`config.mk`:
```
export PLATFORM = sky130hd
export DESIGN_NAME = golden_nonce_uart_tx_flat
export DESIGN_NICKNAME = d
export VERILOG_FILES = /design/src/rtl/golden_nonce_uart_tx_pkg.sv /design/src/rtl/golden_nonce_uart_tx_if.sv /design/src/rtl/golden_nonce_uart_tx_fifo.sv /design/src/rtl/golden_nonce_uart_tx.sv /design/src/flat_wrapper.sv
export SDC_FILE = /design/constraint.sdc
export NUM_CORES = 1
export LEC_CHECK = 0
export ABC_AREA = 0
export CAP_MARGIN = 30
export CELL_PAD_IN_SITES_DETAIL_PLACEMENT = 1
export CELL_PAD_IN_SITES_GLOBAL_PLACEMENT = 2
export CORE_MARGIN = 2
export CORE_UTILIZATION = 40
export CTS_BUF_LIST = sky130_fd_sc_hd__clkbuf_8
export DETAILED_ROUTE_END_ITERATION = 6
export DONT_BUFFER_PORTS = 1
export PLACE_DENSITY_LB_ADDON = 0.1
export SLEW_MARGIN = 20
export SYNTH_ARGS = -nofsm -noshare
export SYNTH_HDL_FRONTEND = slang
export SYNTH_SLANG_ARGS = --single-unit
```
`constraint.sdc`:
```
create_clock -name hash_clk -period 5.8 [get_ports hash_clk]
set_clock_uncertainty 0.1 [all_clocks]
set_input_delay 1.16 -clock hash_clk [delete_from_list [all_inputs] [get_ports hash_clk]]
set_output_delay 1.16 -clock hash_clk [all_outputs]
set_load 0.03 [all_outputs]
```
`src/rtl/golden_nonce_uart_tx_pkg.sv`:
```
// Shared constants and types for the golden-nonce UART return path.
package golden_nonce_uart_tx_pkg;

   localparam int unsigned NONCE_W              = 32;
   localparam int unsigned UART_BYTES_PER_NONCE = 4;
   localparam int unsigned BITS_PER_BYTE        = 8;
   localparam int unsigned DEFAULT_CLKS_PER_BIT = 868;

   typedef logic [NONCE_W-1:0] nonce_t;

   // 2-bit frame state encoding, common with the comm receiver.
   typedef enum logic [1:0] {
      ST_IDLE  = 2'd0,
      ST_START = 2'd1,
      ST_DATA  = 2'd2,
      ST_STOP  = 2'd3
   } tx_state_e;

endpackage

```
`src/rtl/golden_nonce_uart_tx_if.sv`:
```
// Nonce-in / UART-out bundle between the miner control unit and the transmitter.
interface golden_nonce_uart_tx_if #(
   parameter int unsigned FIFO_DEPTH_LOG2 = 2
);
   logic                     rx_new_nonce;
   logic [31:0]              rx_golden_nonce;
   logic                     tx_serial;
   logic                     tx_busy;
   logic [FIFO_DEPTH_LOG2:0] tx_fifo_level;
   logic [7:0]               tx_dropped_count;

   modport master (
      output rx_new_nonce, rx_golden_nonce,
      input  tx_serial, tx_busy, tx_fifo_level, tx_dropped_count
   );

   modport slave (
      input  rx_new_nonce, rx_golden_nonce,
      output tx_serial, tx_busy, tx_fifo_level, tx_dropped_count
   );
endinterface

```
`src/rtl/golden_nonce_uart_tx_fifo.sv`:
```
// Synchronous show-ahead FIFO; full/empty from pointers carrying an extra wrap bit.
module golden_nonce_uart_tx_fifo #(
   parameter int unsigned DEPTH_LOG2 = 2,
   parameter int unsigned WIDTH      = 32
) (
   input  logic                  clk,
   input  logic                  rst_n,
   input  logic                  push_i,
   input  logic [WIDTH-1:0]      din_i,
   input  logic                  pop_i,
   output logic [WIDTH-1:0]      dout_o,
   output logic                  full_o,
   output logic                  empty_o,
   output logic [DEPTH_LOG2:0]   level_o
);

   localparam int unsigned DEPTH = 1 << DEPTH_LOG2;
   localparam int unsigned AW    = DEPTH_LOG2;
   localparam int unsigned PW    = DEPTH_LOG2 + 1;

   logic [WIDTH-1:0] mem_q [DEPTH];
   logic [PW-1:0]    wr_ptr_q, wr_ptr_d;
   logic [PW-1:0]    rd_ptr_q, rd_ptr_d;
   logic [PW-1:0]    level_q,  level_d;
   logic             full_c, empty_c, do_push_c, do_pop_c;

   assign full_c    = (wr_ptr_q[AW] != rd_ptr_q[AW]) && (wr_ptr_q[AW-1:0] == rd_ptr_q[AW-1:0]);
   assign empty_c   = (wr_ptr_q == rd_ptr_q);
   assign do_pop_c  = pop_i && !empty_c;
   // A pop on the same edge frees a slot, so a push into a full FIFO is still accepted.
   assign do_push_c = push_i && (!full_c || do_pop_c);

   // Pointer and occupancy next-state.
   always_comb begin
      wr_ptr_d = wr_ptr_q;
      rd_ptr_d = rd_ptr_q;
      level_d  = level_q;
      if (do_push_c) wr_ptr_d = wr_ptr_q + PW'(1);
      if (do_pop_c)  rd_ptr_d = rd_ptr_q + PW'(1);
      case ({do_push_c, do_pop_c})
         2'b10:   level_d = level_q + PW'(1);
         2'b01:   level_d = level_q - PW'(1);
         default: level_d = level_q;
      endcase
   end

   // Pointer and occupancy registers; reset discards contents.
   always_ff @(posedge clk or negedge rst_n) begin
      if (!rst_n) begin
         wr_ptr_q <= '0;
         rd_ptr_q <= '0;
         level_q  <= '0;
      end else begin
         wr_ptr_q <= wr_ptr_d;
         rd_ptr_q <= rd_ptr_d;
         level_q  <= level_d;
      end
   end

   // Storage array write.
   always_ff @(posedge clk) begin
      if (do_push_c) mem_q[wr_ptr_q[AW-1:0]] <= din_i;
   end

   assign dout_o  = mem_q[rd_ptr_q[AW-1:0]];
   assign full_o  = full_c;
   assign empty_o = empty_c;
   assign level_o = level_q;

endmodule

```
`src/rtl/golden_nonce_uart_tx.sv`:
```
// Queues golden nonces and sends each as four little-endian UART 8N1 bytes.
module golden_nonce_uart_tx
   import golden_nonce_uart_tx_pkg::*;
#(
   parameter int unsigned CLKS_PER_BIT    = DEFAULT_CLKS_PER_BIT,
   parameter int unsigned FIFO_DEPTH_LOG2 = 2
) (
   input  logic                   hash_clk,
   input  logic                   reset_n,
   golden_nonce_uart_tx_if.slave  bus
);

   localparam int unsigned TW = (CLKS_PER_BIT > 1) ? $clog2(CLKS_PER_BIT) : 1;
   localparam int unsigned LW = FIFO_DEPTH_LOG2 + 1;
   localparam logic [TW-1:0] TIMER_LAST = TW'(CLKS_PER_BIT - 1);
   localparam logic [2:0]    BIT_LAST   = 3'(BITS_PER_BYTE - 1);
   localparam logic [1:0]    BYTE_LAST  = 2'(UART_BYTES_PER_NONCE - 1);

   tx_state_e     state_q, state_d;
   logic [TW-1:0] timer_q, timer_d;
   logic [2:0]    bit_idx_q, bit_idx_d;
   logic [1:0]    byte_idx_q, byte_idx_d;
   nonce_t        shift_q, shift_d;
   logic          tx_q, tx_d;
   logic [7:0]    drop_q, drop_d;

   logic          bit_done_c;
   logic          pop_c;
   nonce_t        fifo_dout;
   logic          fifo_full, fifo_empty;
   logic [LW-1:0] fifo_level;

   golden_nonce_uart_tx_fifo #(
      .DEPTH_LOG2 (FIFO_DEPTH_LOG2),
      .WIDTH      (NONCE_W)
   ) u_fifo (
      .clk     (hash_clk),
      .rst_n   (reset_n),
      .push_i  (bus.rx_new_nonce),
      .din_i   (bus.rx_golden_nonce),
      .pop_i   (pop_c),
      .dout_o  (fifo_dout),
      .full_o  (fifo_full),
      .empty_o (fifo_empty),
      .level_o (fifo_level)
   );

   assign bit_done_c = (timer_q == TIMER_LAST);

   // Frame state register.
   always_ff @(posedge hash_clk or negedge reset_n) begin
      if (!reset_n) state_q <= ST_IDLE;
      else          state_q <= state_d;
   end

   // Frame sequencing: start bit, 8 data bits, stop bit, four bytes per nonce.
   always_comb begin
      state_d = state_q;
      case (state_q)
         ST_IDLE:  if (!fifo_empty) state_d = ST_START;
         ST_START: if (bit_done_c) state_d = ST_DATA;
         ST_DATA:  if (bit_done_c && (bit_idx_q == BIT_LAST)) state_d = ST_STOP;
         ST_STOP: begin
            if (bit_done_c) begin
               if ((byte_idx_q != BYTE_LAST) || !fifo_empty) state_d = ST_START;
               else                                           state_d = ST_IDLE;
            end
         end
         default:  state_d = ST_IDLE;
      endcase
   end

   // Datapath next values: bit timer, counters, shift register, line level, pop, drops.
   always_comb begin
      timer_d    = bit_done_c ? '0 : timer_q + TW'(1);
      bit_idx_d  = bit_idx_q;
      byte_idx_d = byte_idx_q;
      shift_d    = shift_q;
      tx_d       = tx_q;
      pop_c      = 1'b0;
      case (state_q)
         ST_IDLE: begin
            timer_d = '0;
            tx_d    = 1'b1;
            if (!fifo_empty) begin
               pop_c      = 1'b1;
               shift_d    = fifo_dout;
               byte_idx_d = '0;
               tx_d       = 1'b0;
            end
         end
         ST_START: begin
            if (bit_done_c) begin
               bit_idx_d = '0;
               tx_d      = shift_q[0];
            end
         end
         ST_DATA: begin
            if (bit_done_c) begin
               shift_d = shift_q >> 1;
               if (bit_idx_q == BIT_LAST) begin
                  tx_d = 1'b1;
               end else begin
                  bit_idx_d = bit_idx_q + 3'd1;
                  tx_d      = shift_q[1];
               end
            end
         end
         ST_STOP: begin
            if (bit_done_c) begin
               if (byte_idx_q != BYTE_LAST) begin
                  byte_idx_d = byte_idx_q + 2'd1;
                  tx_d       = 1'b0;
               end else if (!fifo_empty) begin
                  pop_c      = 1'b1;
                  shift_d    = fifo_dout;
                  byte_idx_d = '0;
                  tx_d       = 1'b0;
               end else begin
                  tx_d = 1'b1;
               end
            end
         end
         default: tx_d = 1'b1;
      endcase

      drop_d = drop_q;
      if (bus.rx_new_nonce && fifo_full && !pop_c && (drop_q != 8'hFF))
         drop_d = drop_q + 8'd1;
   end

   // Datapath registers; line idles high, including straight out of reset.
   always_ff @(posedge hash_clk or negedge reset_n) begin
      if (!reset_n) begin
         timer_q    <= '0;
         bit_idx_q  <= '0;
         byte_idx_q <= '0;
         shift_q    <= '0;
         tx_q       <= 1'b1;
         drop_q     <= '0;
      end else begin
         timer_q    <= timer_d;
         bit_idx_q  <= bit_idx_d;
         byte_idx_q <= byte_idx_d;
         shift_q    <= shift_d;
         tx_q       <= tx_d;
         drop_q     <= drop_d;
      end
   end

   assign bus.tx_serial        = tx_q;
   assign bus.tx_busy          = (state_q != ST_IDLE) || (fifo_level != '0);
   assign bus.tx_fifo_level    = fifo_level;
   assign bus.tx_dropped_count = drop_q;

endmodule

```
`src/flat_wrapper.sv`:
```
// flat-port wrapper written by rule: the top's interface ports become plain ports
module golden_nonce_uart_tx_flat import golden_nonce_uart_tx_pkg::*;
#(
   parameter int unsigned CLKS_PER_BIT    = DEFAULT_CLKS_PER_BIT,
   parameter int unsigned FIFO_DEPTH_LOG2 = 2
)
  (hash_clk, reset_n, bus_rx_new_nonce, bus_rx_golden_nonce, bus_tx_serial, bus_tx_busy, bus_tx_fifo_level, bus_tx_dropped_count);
  golden_nonce_uart_tx_if #(.FIFO_DEPTH_LOG2(FIFO_DEPTH_LOG2)) bus_i ();
  input  logic hash_clk;
  input  logic reset_n;
  input wire logic [$bits(bus_i.rx_new_nonce)-1:0] bus_rx_new_nonce;
  input wire logic [$bits(bus_i.rx_golden_nonce)-1:0] bus_rx_golden_nonce;
  output wire logic [$bits(bus_i.tx_serial)-1:0] bus_tx_serial;
  output wire logic [$bits(bus_i.tx_busy)-1:0] bus_tx_busy;
  output wire logic [$bits(bus_i.tx_fifo_level)-1:0] bus_tx_fifo_level;
  output wire logic [$bits(bus_i.tx_dropped_count)-1:0] bus_tx_dropped_count;
  assign bus_i.rx_new_nonce = bus_rx_new_nonce;
  assign bus_i.rx_golden_nonce = bus_rx_golden_nonce;
  assign bus_tx_serial = bus_i.tx_serial;
  assign bus_tx_busy = bus_i.tx_busy;
  assign bus_tx_fifo_level = bus_i.tx_fifo_level;
  assign bus_tx_dropped_count = bus_i.tx_dropped_count;
  golden_nonce_uart_tx #(.CLKS_PER_BIT(CLKS_PER_BIT), .FIFO_DEPTH_LOG2(FIFO_DEPTH_LOG2)) u_core (.hash_clk(hash_clk), .reset_n(reset_n), .bus(bus_i));
endmodule
```
After elaboration in Yosys (flattened, before gate mapping)
Memory sizes are Yosys's and may differ from the RTL's. Index checks and enable logic that the tools add are counted.

Memories: 1. Logic and storage cells: 98. Bits in latches: 0. Bits of input ports: 35. Flip-flop bits (word level): 67. Memory bits (writable): 128. Output and inout bits: 13. ROM bits: 0.

Memory list: u_core.u_fifo.mem_q (depth 4, bits a word 32, read ports 1, clocked after Yosys merged registers in 0, write ports 1, RTL line golden_nonce_uart_tx_fifo.sv:21) `logic [WIDTH-1:0] mem_q [DEPTH];`.

Divide/modulo/power cells: 0. Bitwise gates (word level): 0. Equal/unequal tests: 19. Multipliers: 0. $add $sub $neg: 8. Multiplexer cells: 35. Magnitude comparators: 0. Shift-type cells: 0. Reductions and logical operators: 25.

Operators with widths (count): $mux W32 (4); $pmux W32 S3 (1); $mux W10 (2); $mux W2 (7); $add A3 B1 Y3 const B (4); $mux W1 (12); $pmux W3 S2 (2); $reduce_and A4 Y1 (3); $add A10 B1 Y10 const B (1); $eq A10 B10 Y1 const B (1); $mux W3 (3); $add A8 B1 Y8 const B (1); $ne A2 B1 Y1 const B (4); $ne A2 B2 Y1 const B (4); $ne A8 B8 Y1 const B (1); $pmux W2 S4 (1); $reduce_bool A2 Y1 (4); $logic_and A1 B1 Y1 (7); $eq A2 B2 Y1 const B (3); $reduce_bool A3 Y1 (2); $eq A2 B1 Y1 const B (2); $pmux W1 S4 (1); $pmux W2 S2 (1); $eq A3 B3 Y1 (1); 11 further kinds (15).

Longest topological paths before layout
Gate-level depths: netlist of run 1.

Word-level depth: 10. Gate-level depth with buffers: 11. Depth with buffers taken out: 11.

Cells and area by module
A second synthesis of run 1 with hierarchy kept.

Cell total of the unflattened synthesis: 486. Area, all modules: 8466.9 um^2.

By module, submodules not included: golden_nonce_uart_tx_fifo (area an instance 5237.5 um^2, times used 1, cells each 229); golden_nonce_uart_tx (area an instance 3229.3 um^2, times used 1, cells each 257).

Least setup slack after synthesis of run 1
Ideal clock, no wire load.

Path kind: input -> register. Start: in bus_rx_new_nonce. End: mem u_core.u_fifo.mem_q[3][0], enable pin. Library setup time: 0.424 ns. Setup slack: 2.233 ns. Stages: 3. Path buffers: 0. Data arrival time: 3.044 ns. Cell sequence: clkinv_1 a41o_1 nor2_1.

Cells in the longest elaborated chain, start to end: 3.

RTL lines: from (decl) (RTL line flat_wrapper.sv:11) `input wire logic [$bits(bus_i.rx_new_nonce)-1:0] bus_rx_new_nonce;`; $logic_and A1 B1 Y1 (RTL line golden_nonce_uart_tx_fifo.sv:31) `assign do_push_c = push_i && (!full_c || do_pop_c);`; $mux W1 (RTL line golden_nonce_uart_tx_fifo.sv:62) `if (do_push_c) mem_q[wr_ptr_q[AW-1:0]] <= din_i;`; $mux W1 (not written as such) (RTL line golden_nonce_uart_tx_fifo.sv:62); to (decl) (RTL line golden_nonce_uart_tx_fifo.sv:21).

No other way between the ends.

Final worst setup path of run 1
Start: reg u_core.state_q[0]. End: reg u_core.u_fifo.level_q[2] (netlist: u_core.u_fifo.level_o[2]).

Cells in the longest elaborated chain, start to end: 7.

RTL lines: from (decl) (RTL line golden_nonce_uart_tx.sv:19) `tx_state_e state_q, state_d;`; from (signal assigned) (RTL line golden_nonce_uart_tx.sv:53) `else state_q <= state_d;`; $eq A2 B2 Y1 or $logic_not A2 Y1 (tied branches) (RTL line golden_nonce_uart_tx.sv:81) `case (state_q)`; $pmux W1 S2 (*) (RTL line golden_nonce_uart_tx.sv:81); $logic_and A1 B1 Y1 (*) (RTL line golden_nonce_uart_tx_fifo.sv:29) `assign do_pop_c = pop_i && !empty_c;`; $logic_or A1 B1 Y1 (RTL line golden_nonce_uart_tx_fifo.sv:31); $logic_and A1 B1 Y1 (RTL line golden_nonce_uart_tx_fifo.sv:31); $eq A2 B1 Y1 or $eq A2 B2 Y1 (tied branches) (RTL line golden_nonce_uart_tx_fifo.sv:40) `case ({do_push_c, do_pop_c})`; $pmux W3 S2 or $reduce_bool A2 Y1 (tied branches); to (signal assigned) (RTL line golden_nonce_uart_tx_fifo.sv:56) `level_q <= level_d;`; to (decl) (RTL line golden_nonce_uart_tx_fifo.sv:24) `logic [PW-1:0] level_q, level_d;`.

Every way passes the cells marked *; elsewhere a longest branch is shown, timed or not. A chain may end at the register's enable or synchronous reset.

==> results of run 1 <==
## Yosys cell counts, types with 2 or more instances
cell / n / area, sq um
edfxtp_1: 128 / 3840
dfrtp_1: 66 / 1650
nand2_1: 48 / 180
o21ai_0: 36 / 180
mux2i_1: 32 / 320
mux4_2: 32 / 721
nor2_1: 21 / 78.8
ha_1: 14 / 175
a21oi_1: 12 / 60.1
buf_2: 12 / 60.1
clkbuf_1: 12 / 45.0
inv_1: 12 / 45.0
xnor2_1: 11 / 96.3
nand3_1: 8 / 40.0
xor2_1: 7 / 61.3
nand4_1: 6 / 37.5
a22o_1: 5 / 43.8
mux2_2: 5 / 56.3
nand2b_1: 5 / 31.3
nor3_1: 5 / 25.0
and3_1: 3 / 18.8
mux2_1: 3 / 33.8
o21ai_1: 3 / 15.0
a2111o_1: 2 / 22.5
a311oi_1: 2 / 17.5
a31oi_1: 2 / 12.5
and4_1: 2 / 17.5
or3_1: 2 / 12.5
xor2_2: 2 / 32.5
## where the power goes
| part | switching, mW | internal (mW) |
|---|---|---|
| clock | 0.497 | 0.324 |
| combinational | 0.968 | 0.753 |
| sequential | 0.244 | 1.91 |
## worst max-delay path: cells and delay by family (launching register included)
| kind | cells | cell delay [ns] |
|---|---|---|
| AOI/OAI and AO/OA | 3 | 0.69 |
| adders and majority gates | 2 | 0.77 |
| and+or+nand+nor | 4 | 0.84 |
| DFF | 1 | 0.48 |
| xor gates and xnor gates | 1 | 0.15 |
| buffers and inverters | 1 | 0.11 |
## routing by layer
metal / up-vias / track usage / part of all wire
met1: 2216 / 0.203 / 0.45
met5: - / 0 / 0
met4: 0 / 0.0404 / 0.010
met2: 58 / 0.265 / 0.51
met3: 10 / 0.0373 / 0.033
li1: 1969 / - / -
## logic make-up (layout without fill, tap and decap cells)
group	after synthesis	in the layout	share of synthesized area
xor+xnor	20	20	0.0233
simple gates	109	109	0.0660
fa+ha+maj	15	15	0.0239
flops	195	195	0.676
compound gates	72	72	0.0536
buf+inv	38	53	0.0193
mux	72	72	0.138
## worst min-delay path by stage
| stage | start | endpoint | slack, ns | cells past startpoint |
|---|---|---|---|---|
| after global placement | u_core.shift_q[27] | u_core.shift_q[27] | 0.36 | 2 |
| final | reset_n | u_core.shift_q[15] | 0.30 | 0 |
| after global routing | reset_n | u_core.u_fifo.level_o[0] | 0.25 | 0 |
| after floorplan | u_core.shift_q[10] | u_core.shift_q[10] | 0.35 | 2 |
| after detailed placement | u_core.shift_q[22] | u_core.shift_q[22] | 0.37 | 2 |
| after CTS | reset_n | u_core.u_fifo.level_o[1] | 0.25 | 0 |
## through the flow
step	std cells	utilization	hold slack, ns	setup WS (ns)	instance area [sq um]
6_report	806	0.444	0.295	2.55	8950
3_5_place_dp	773	0.424	0.372	2.54	8550
3_3_place_gp	769	0.419	0.364	2.52	8460
5_1_grt	806	0.444	0.245	2.28	8950
2_1_floorplan	521	-	0.350	2.23	8170
4_1_cts	805	0.443	0.254	2.52	8930
## sequential cells by signal (all words and copies together), names as in the netlist, 3 cells and up
signal,cells
u_core.u_fifo.mem_q,128
u_core.u_fifo.level_o,3
u_core.shift_q,32
u_core.u_fifo.wr_ptr_q,3
u_core.bus.tx_dropped_count,8
u_core.u_fifo.rd_ptr_q,3
u_core.bit_idx_q,3
u_core.timer_q,10
## cell type report
type	instances	area [sq um]	area share
clock buffers	18	248	0.0277
clock inverters	14	124	0.0138
inverters	13	48.8	0.00545
multi-input cells	288	2530	0.282
flip-flops and latches	195	5520	0.617
well taps	270	338	0.0377
repair buffers	8	145	0.0162
==> metrics.cfg, run 1 <==
[status]
status = finished clean

[clock_network]
post_cts_buffers = 0
cts_made_buffers = 17
h-tree-depth = 4
cts-resized-gates = 0
cts_root_buf = clkbuf_8
cts-hold-fix-buffers = 0
clk_latency_ns = 0.45
cts_num_sinks = 195
cts_tree = built
cts.clk_slew.worst_paths_ns = 0.11
clk_path_buf_depth = 2

[die]
die_x_um = 147
start_util = 0.405
num_rows = 52
io-pin-count = 48
fp.dieH_um = 147
die_area_sq_um = 21600
fp.coreArea_sq_um = 20200

[pwr]
peakVddDrop_v = 0.000174
power_leakage_nw = 3.22
p_total_mw = 4.70
power_density_nw_per_um2 = 525

[timing]
maxSlewViolCount = 0
hold_violations = 0
slew_headroom = 0.531
rsz0062_at_grt = false
post-route-period-util = 0.560
setup_violations = 0
tns_ns = 0
worstMarginPinSlew_ns = 0.704
min_period_ns = 3.25
max_freq_ghz = 0.308

[critical_path]
end_kind = flop
worstReg2RegEnd = u_core.u_fifo.level_o[2]
path_common_cell = a311oi_1
crit_path_end = u_core.u_fifo.level_o[2]
r2r_slack_ns = 2.55
worstPathRequired_ns = 6.04
criticalPathCategory = flop to flop
rr_worst_depth = 11
cp-startpoint = u_core.state_q[0]
startpoint_type = flop
cp_max_fo = 7
cp_slowest_stage_delay_ns = 0.48
cp_cell_sequence = inv_1 -> ha_1 -> and3b_1 -> nand4_1 -> a21oi_1 -> nand2_1 -> fa_1 -> or3_1 -> a311oi_1 -> a311oi_1 -> xnor2_1
reg2reg_from = u_core.state_q[0]
worstPathArrival_ns = 3.48
worst_path_max_delay_cell = dfrtp_1

[synthesis]
synth-edff-count = 128
yosysSeqAreaShare = 0.676
yosysWarnings = 0
synth_flop_cell = edfxtp_1
syn_area_sq_um = 8170
synth_nets = 571
async_reset_ff_frac = 0.344
yosysUniqueCellTypes = 52
synth-seq-cells = 195
syn_inst = 521
syn_area_per_cell_sq_um = 15.7

[global_routing]
grtUsageTotal = 0.156
grt_max_degree = 68
grt_first_pass_wirelength_um = 25800
grt_pass1_vias = 4635
antenna_found_initial = 0
grt_overflow = 0

[detailed_routing]
drcViolationCount = 0
drt-initial-drc-count = 186
post_drt_wl_per_cell_um = 19.2
vias_per_cell = 5.28
dr_total_vias = 4253
wl_um = 15400
ant_nets = 0
dr.pass1.iters = 4

[run]
max_cap_violations = 0

[finish]
n_fill_cell = 1986
drive_above_1_share = 0.172
final_common_cell = edfxtp_1
nets = 573
syn_to_final_growth_pct = 9.55
final_cell_mix = edfxtp_1 (128), dfrtp_1 (65), nand2_1 (48)
n_antenna_cell = 0

[placement]
gp_congestion = 0.672
dp_hpwl_um = 9800
numPortBuffers = 0

[worst_hold_path]
min_path_type = input pin to asynchronous set/reset pin

(Power assumes the default switching activity.)
==> run 2, diff against run 1 <==
clock period = 2.95 ns   (was 5.8 ns; I/O delays follow)
==> run 2 against run 1 <==
- count of clock-buffer cells in the layout shrank 1
- utilization grew 0.81 points
- worst setup slack got worse by 2.3 ns
- critical path depth did not move
- register-to-register slack lost 2.3 ns
- hold slack lost 0.18 ns
- largest cell class unchanged
==> metrics.cfg, run 2 (synthesis gave the netlist of run 1 again) <==
[clock_network]
cts_tree = built
clk_latency_ns = 0.46
cts.clk_slew.worst_paths_ns = 0.10
cts_num_sinks = 195
cts_made_buffers = 17
cts_root_buf = clkbuf_8
clk_path_buf_depth = 2
h-tree-depth = 4

[run]
max_cap_violations = 0

[detailed_routing]
post_drt_wl_per_cell_um = 18.9
ant_nets = 0
vias_per_cell = 5.21
dr.pass1.iters = 4
wl_um = 15600
drcViolationCount = 0
dr_total_vias = 4276
drt-initial-drc-count = 208

[placement]
gp_congestion = 0.787
dp.cells = 786
numPortBuffers = 0
dp_hpwl_um = 9590

[critical_path]
startpoint_type = flop
worst_path_max_delay_cell = dfrtp_1
cpLargestDelayFamily = simple AND/OR/NAND/NOR gates
crit_buf_inv = 1
r2r_slack_ns = 0.25
cp_cell_sequence = inv_2 -> ha_4 -> and3b_1 -> nand4_1 -> a21oi_2 -> nand2_1 -> fa_2 -> or3_1 -> a311oi_2 -> a311oi_1 -> xnor2_1
end_kind = flop
criticalPathCategory = flop to flop
worstPathArrival_ns = 2.94
worstPathRequired_ns = 3.19
cp_slowest_stage_delay_ns = 0.41
cp_max_fo = 5

[timing]
max_freq_ghz = 0.370
rsz0062_at_grt = false
slew_headroom = 0.524
post-route-period-util = 0.916
setup_violations = 0
hold_violations = 0
min_period_ns = 2.70
whs_ns = 0.118
worstMarginPinSlew_ns = 0.715
maxSlewViolCount = 0

[worst_hold_path]
min_path_type = input pin to flop

[die]
fp.coreArea_sq_um = 20200
die_area_sq_um = 21600
die_x_um = 147
io-pin-count = 48
num_rows = 52
start_util = 0.405
fp.dieH_um = 147

[global_routing]
antenna_found_initial = 0
grt_pass1_vias = 4818
grt_first_pass_wirelength_um = 26100
grtUsageTotal = 0.157
grt_max_degree = 68
grt_overflow = 0

[finish]
syn_to_final_growth_pct = 11.5
n_fill_cell = 1978
fin_cells = 821
drive_above_1_share = 0.203
nets = 588
final_cell_mix = edfxtp_1 (128), dfrtp_1 (65), nand2_1 (48)
final_common_cell = edfxtp_1
largest_reg_flops = 128
n_antenna_cell = 0

[status]
status = finished clean

[pwr]
p_sw_mw = 3.41
intPower_mw = 6.15
peakVddDrop_v = 0.000497
power_leakage_nw = 3.31
power_density_nw_per_um2 = 1050
clock_power_share = 0.194
comb_power_share = 0.364
p_sw_frac = 0.357
sequentialPowerShare = 0.442

## run 2: path summary, 6_finish.rpt
check | start | endpoint | cells past startpoint
setup / recovery | u_core.state_q[0] | u_core.u_fifo.level_o[2] | 11
hold / removal | bus_rx_golden_nonce[13] | u_core.u_fifo.mem_q[2][13] | 0
setup reg to reg | u_core.state_q[0] | u_core.u_fifo.level_o[2] | 11
hold reg to reg | u_core.shift_q[27] | u_core.shift_q[27] | 2
max in group asynchronous | reset_n | u_core.u_fifo.rd_ptr_q[0] | 2
min in group asynchronous | reset_n | u_core.byte_idx_q[0] | 2
## run 2: power by group through the flow
stage | sequential (mW) | clock [mW] | combinational, mW
6_report | 4.22 | 1.86 | 3.47
5_1_grt | 4.32 | 2.03 | 3.92
4_1_cts | 4.23 | 1.93 | 3.54
3_5_place_dp | 4.30 | 0 | 3.49
3_3_place_gp | 4.25 | 0 | 3.40
2_1_floorplan | 4.20 | 0 | 2.59
## run 2: layout make-up
type	instances	area, sq um	share of cell area
clock buffers	17	234	0.0257
multi-input cells	288	2550	0.280
inverters	13	48.8	0.00535
repair buffers	23	220	0.0242
clock inverters	15	200	0.0220
flip-flops and latches	195	5520	0.606
well taps	270	338	0.0371
## run 2: worst register-to-register path: stages (launching register included)
cell,delay (ns)
dfrtp_1,0.41
inv_2,0.09
ha_4,0.22
and3b_1,0.24
nand4_1,0.15
a21oi_2,0.18
nand2_1,0.09
fa_2,0.36
or3_1,0.34
a311oi_2,0.20
a311oi_1,0.09
xnor2_1,0.14
## run 2: layer usage
metal | track usage | routed length (um) | up-vias
li1 | - | - | 2005
met1 | 0.197 | 6840 | 2193
met2 | 0.265 | 7850 | 59
met3 | 0.0466 | 671 | 19
met4 | 0.0462 | 200 | 0
met5 | 0 | 0 | -
## run 2: stage by stage
step / power, mW / area [sq um] / setup WS [ns] / util / TNS [ns]
final: 9.55 / 9120 / 0.247 / 0.452 / 0
after global routing: 10.3 / 9120 / 0.0521 / 0.452 / 0
after CTS: 9.70 / 9090 / 0.0515 / 0.451 / 0
after detailed placement: 7.79 / 8610 / 0.00307 / 0.427 / 0
after global placement: 7.66 / 8610 / 0.128 / 0.427 / 0
after floorplan: 6.79 / 8180 / -0.394 / - / -37.83
## run 2: timing repair
action | CTS | global route
hold buffers | 2 | 0
pin swaps | 0 | 1
setup buffers | 1 | 0
setup endpoints to repair | 1 | 1
hold endpoints to repair | 67 | 0
gates resized for setup | 0 | 6
==> run 3, diff against run 2 <==
SKIP_CTS_REPAIR_TIMING = 1   (was default)
==> run 3 against run 2 <==
- sequential share of layout area barely moved
- sequential power about the same
- total power is essentially flat
- highest routed layer unchanged
==> metrics.cfg, run 3 (synthesis gave the netlist of run 1 again) <==
[pwr]
power_leakage_nw = 3.31
power_density_nw_per_um2 = 1050
peakVddDrop_v = 0.000511

[global_routing]
grt_max_degree = 68
grt_pass1_vias = 4787
antenna_found_initial = 0
grt_util_met1 = 0.197
grt_use_met3 = 0.0466
grt.busiest_layer = met2
grt_use_met2 = 0.265
grt_first_pass_wirelength_um = 26000
grt_overflow = 0
grtUsageTotal = 0.157

[critical_path]
r2r_slack_ns = 0.22
reg2reg_from = u_core.state_q[1]
worstPathArrival_ns = 2.97
startpoint_type = flop
end_kind = flop
rr_worst_depth = 11
worstPathRequired_ns = 3.19
cp_max_fo = 5
criticalPathCategory = flop to flop
worstReg2RegEnd = u_core.u_fifo.level_o[2]

[detailed_routing]
dr_total_vias = 4272
post_drt_wl_per_cell_um = 19.0
wl_um = 15600
drt-initial-drc-count = 195
drcViolationCount = 0
ant_nets = 0
vias_per_cell = 5.20
dr.pass1.iters = 4

[timing]
maxSlewViolCount = 0
fin_ws_ns = 0.223
setup_violations = 0
max_freq_ghz = 0.367
worstMarginPinSlew_ns = 0.718
rsz0062_at_grt = false
post-route-period-util = 0.925
slew_headroom = 0.521
hold_violations = 0
min_period_ns = 2.73
tns_ns = 0

[placement]
gp_congestion = 0.787
dp_hpwl_um = 9590
dp.cells = 786
preCtsSetupSlack_ns = 0.00307
numPortBuffers = 0

[finish]
multi_input_area_sq_um = 2550
final_common_cell = edfxtp_1
drive_above_1_share = 0.205
nets = 589
fin_cells = 822
n_antenna_cell = 0
n_fill_cell = 1976
largest_reg_flops = 128
final_cell_mix = edfxtp_1 (128), dfrtp_1 (65), nand2_1 (48)
seqCellArea_sq_um = 5520
syn_to_final_growth_pct = 11.6

[worst_hold_path]
hold_start = bus_rx_golden_nonce[13]
holdPathEnd = u_core.u_fifo.mem_q[2][13]
whs_path_depth = 0
min_path_type = input pin to flop

[clock_network]
cts_root_buf = clkbuf_8
clk_latency_ns = 0.46
cts_num_sinks = 195
cts_tree = built
h-tree-depth = 4
cts_made_buffers = 17
cts.clk_slew.worst_paths_ns = 0.10
clk_path_buf_depth = 2

[die]
num_rows = 52
fp.dieH_um = 147
die_area_sq_um = 21600
io-pin-count = 48
start_util = 0.405
die_x_um = 147
fp.coreArea_sq_um = 20200

[status]
status = finished clean

[run]
max_cap_violations = 0

-- run 3: per-stage QoR --
stage	instance area, sq um	utilization	hold WS [ns]	total power [mW]
floorplan	8180	-	0.194	6.79
global placement	8610	0.427	0.198	7.66
detailed placement	8610	0.427	0.199	7.79
CTS	9050	0.449	-0.331	9.66
global route	9120	0.452	0.0681	10.3
finish	9120	0.452	0.116	9.56
-- run 3: final cells by class --
cell class | count | area share
multi-input combinational | 288 | 0.280
clock buffer | 17 | 0.0256
tap | 270 | 0.0370
clock inverter | 15 | 0.0219
sequential | 195 | 0.605
inverter | 13 | 0.00535
timing repair buffer | 24 | 0.0250
-- run 3: how the worst max path moves through the flow --
| stage | end | cells past startpoint | start |
|---|---|---|---|
| after floorplan | u_core.u_fifo.mem_q[0][0] | 6 | u_core.state_q[0] |
| after global placement | u_core.u_fifo.level_o[2] | 11 | u_core.state_q[1] |
| after detailed placement | u_core.u_fifo.level_o[2] | 11 | u_core.state_q[1] |
| after CTS | u_core.u_fifo.level_o[2] | 11 | u_core.state_q[1] |
| after global routing | u_core.u_fifo.level_o[2] | 11 | u_core.state_q[1] |
| final | u_core.u_fifo.level_o[2] | 11 | u_core.state_q[1] |
-- run 3: where the power goes --
| part | internal, mW | leakage (nW) | switching, mW |
|---|---|---|---|
| combinational | 1.52 | 1.08 | 1.95 |
| clock | 0.867 | 0.216 | 0.988 |
| sequential | 3.76 | 2.01 | 0.465 |
-- run 3: critical path: stages (launching register included) --
cell      delay (ns)
dfrtp_1         0.43
inv_2           0.09
ha_4            0.21
and3b_1         0.24
nand4_1         0.15
a21oi_2         0.18
nand2_1         0.09
fa_2            0.36
or3_1           0.34
a311oi_2        0.20
a311oi_1        0.09
xnor2_1         0.14
-- run 3: per-layer routing --
| layer | vias up | wire [um] |
|---|---|---|
| met3 | 19 | 683 |
| met5 | - | 0 |
| met4 | 0 | 201 |
| met2 | 64 | 7860 |
| met1 | 2183 | 6850 |
| li1 | 2006 | - |
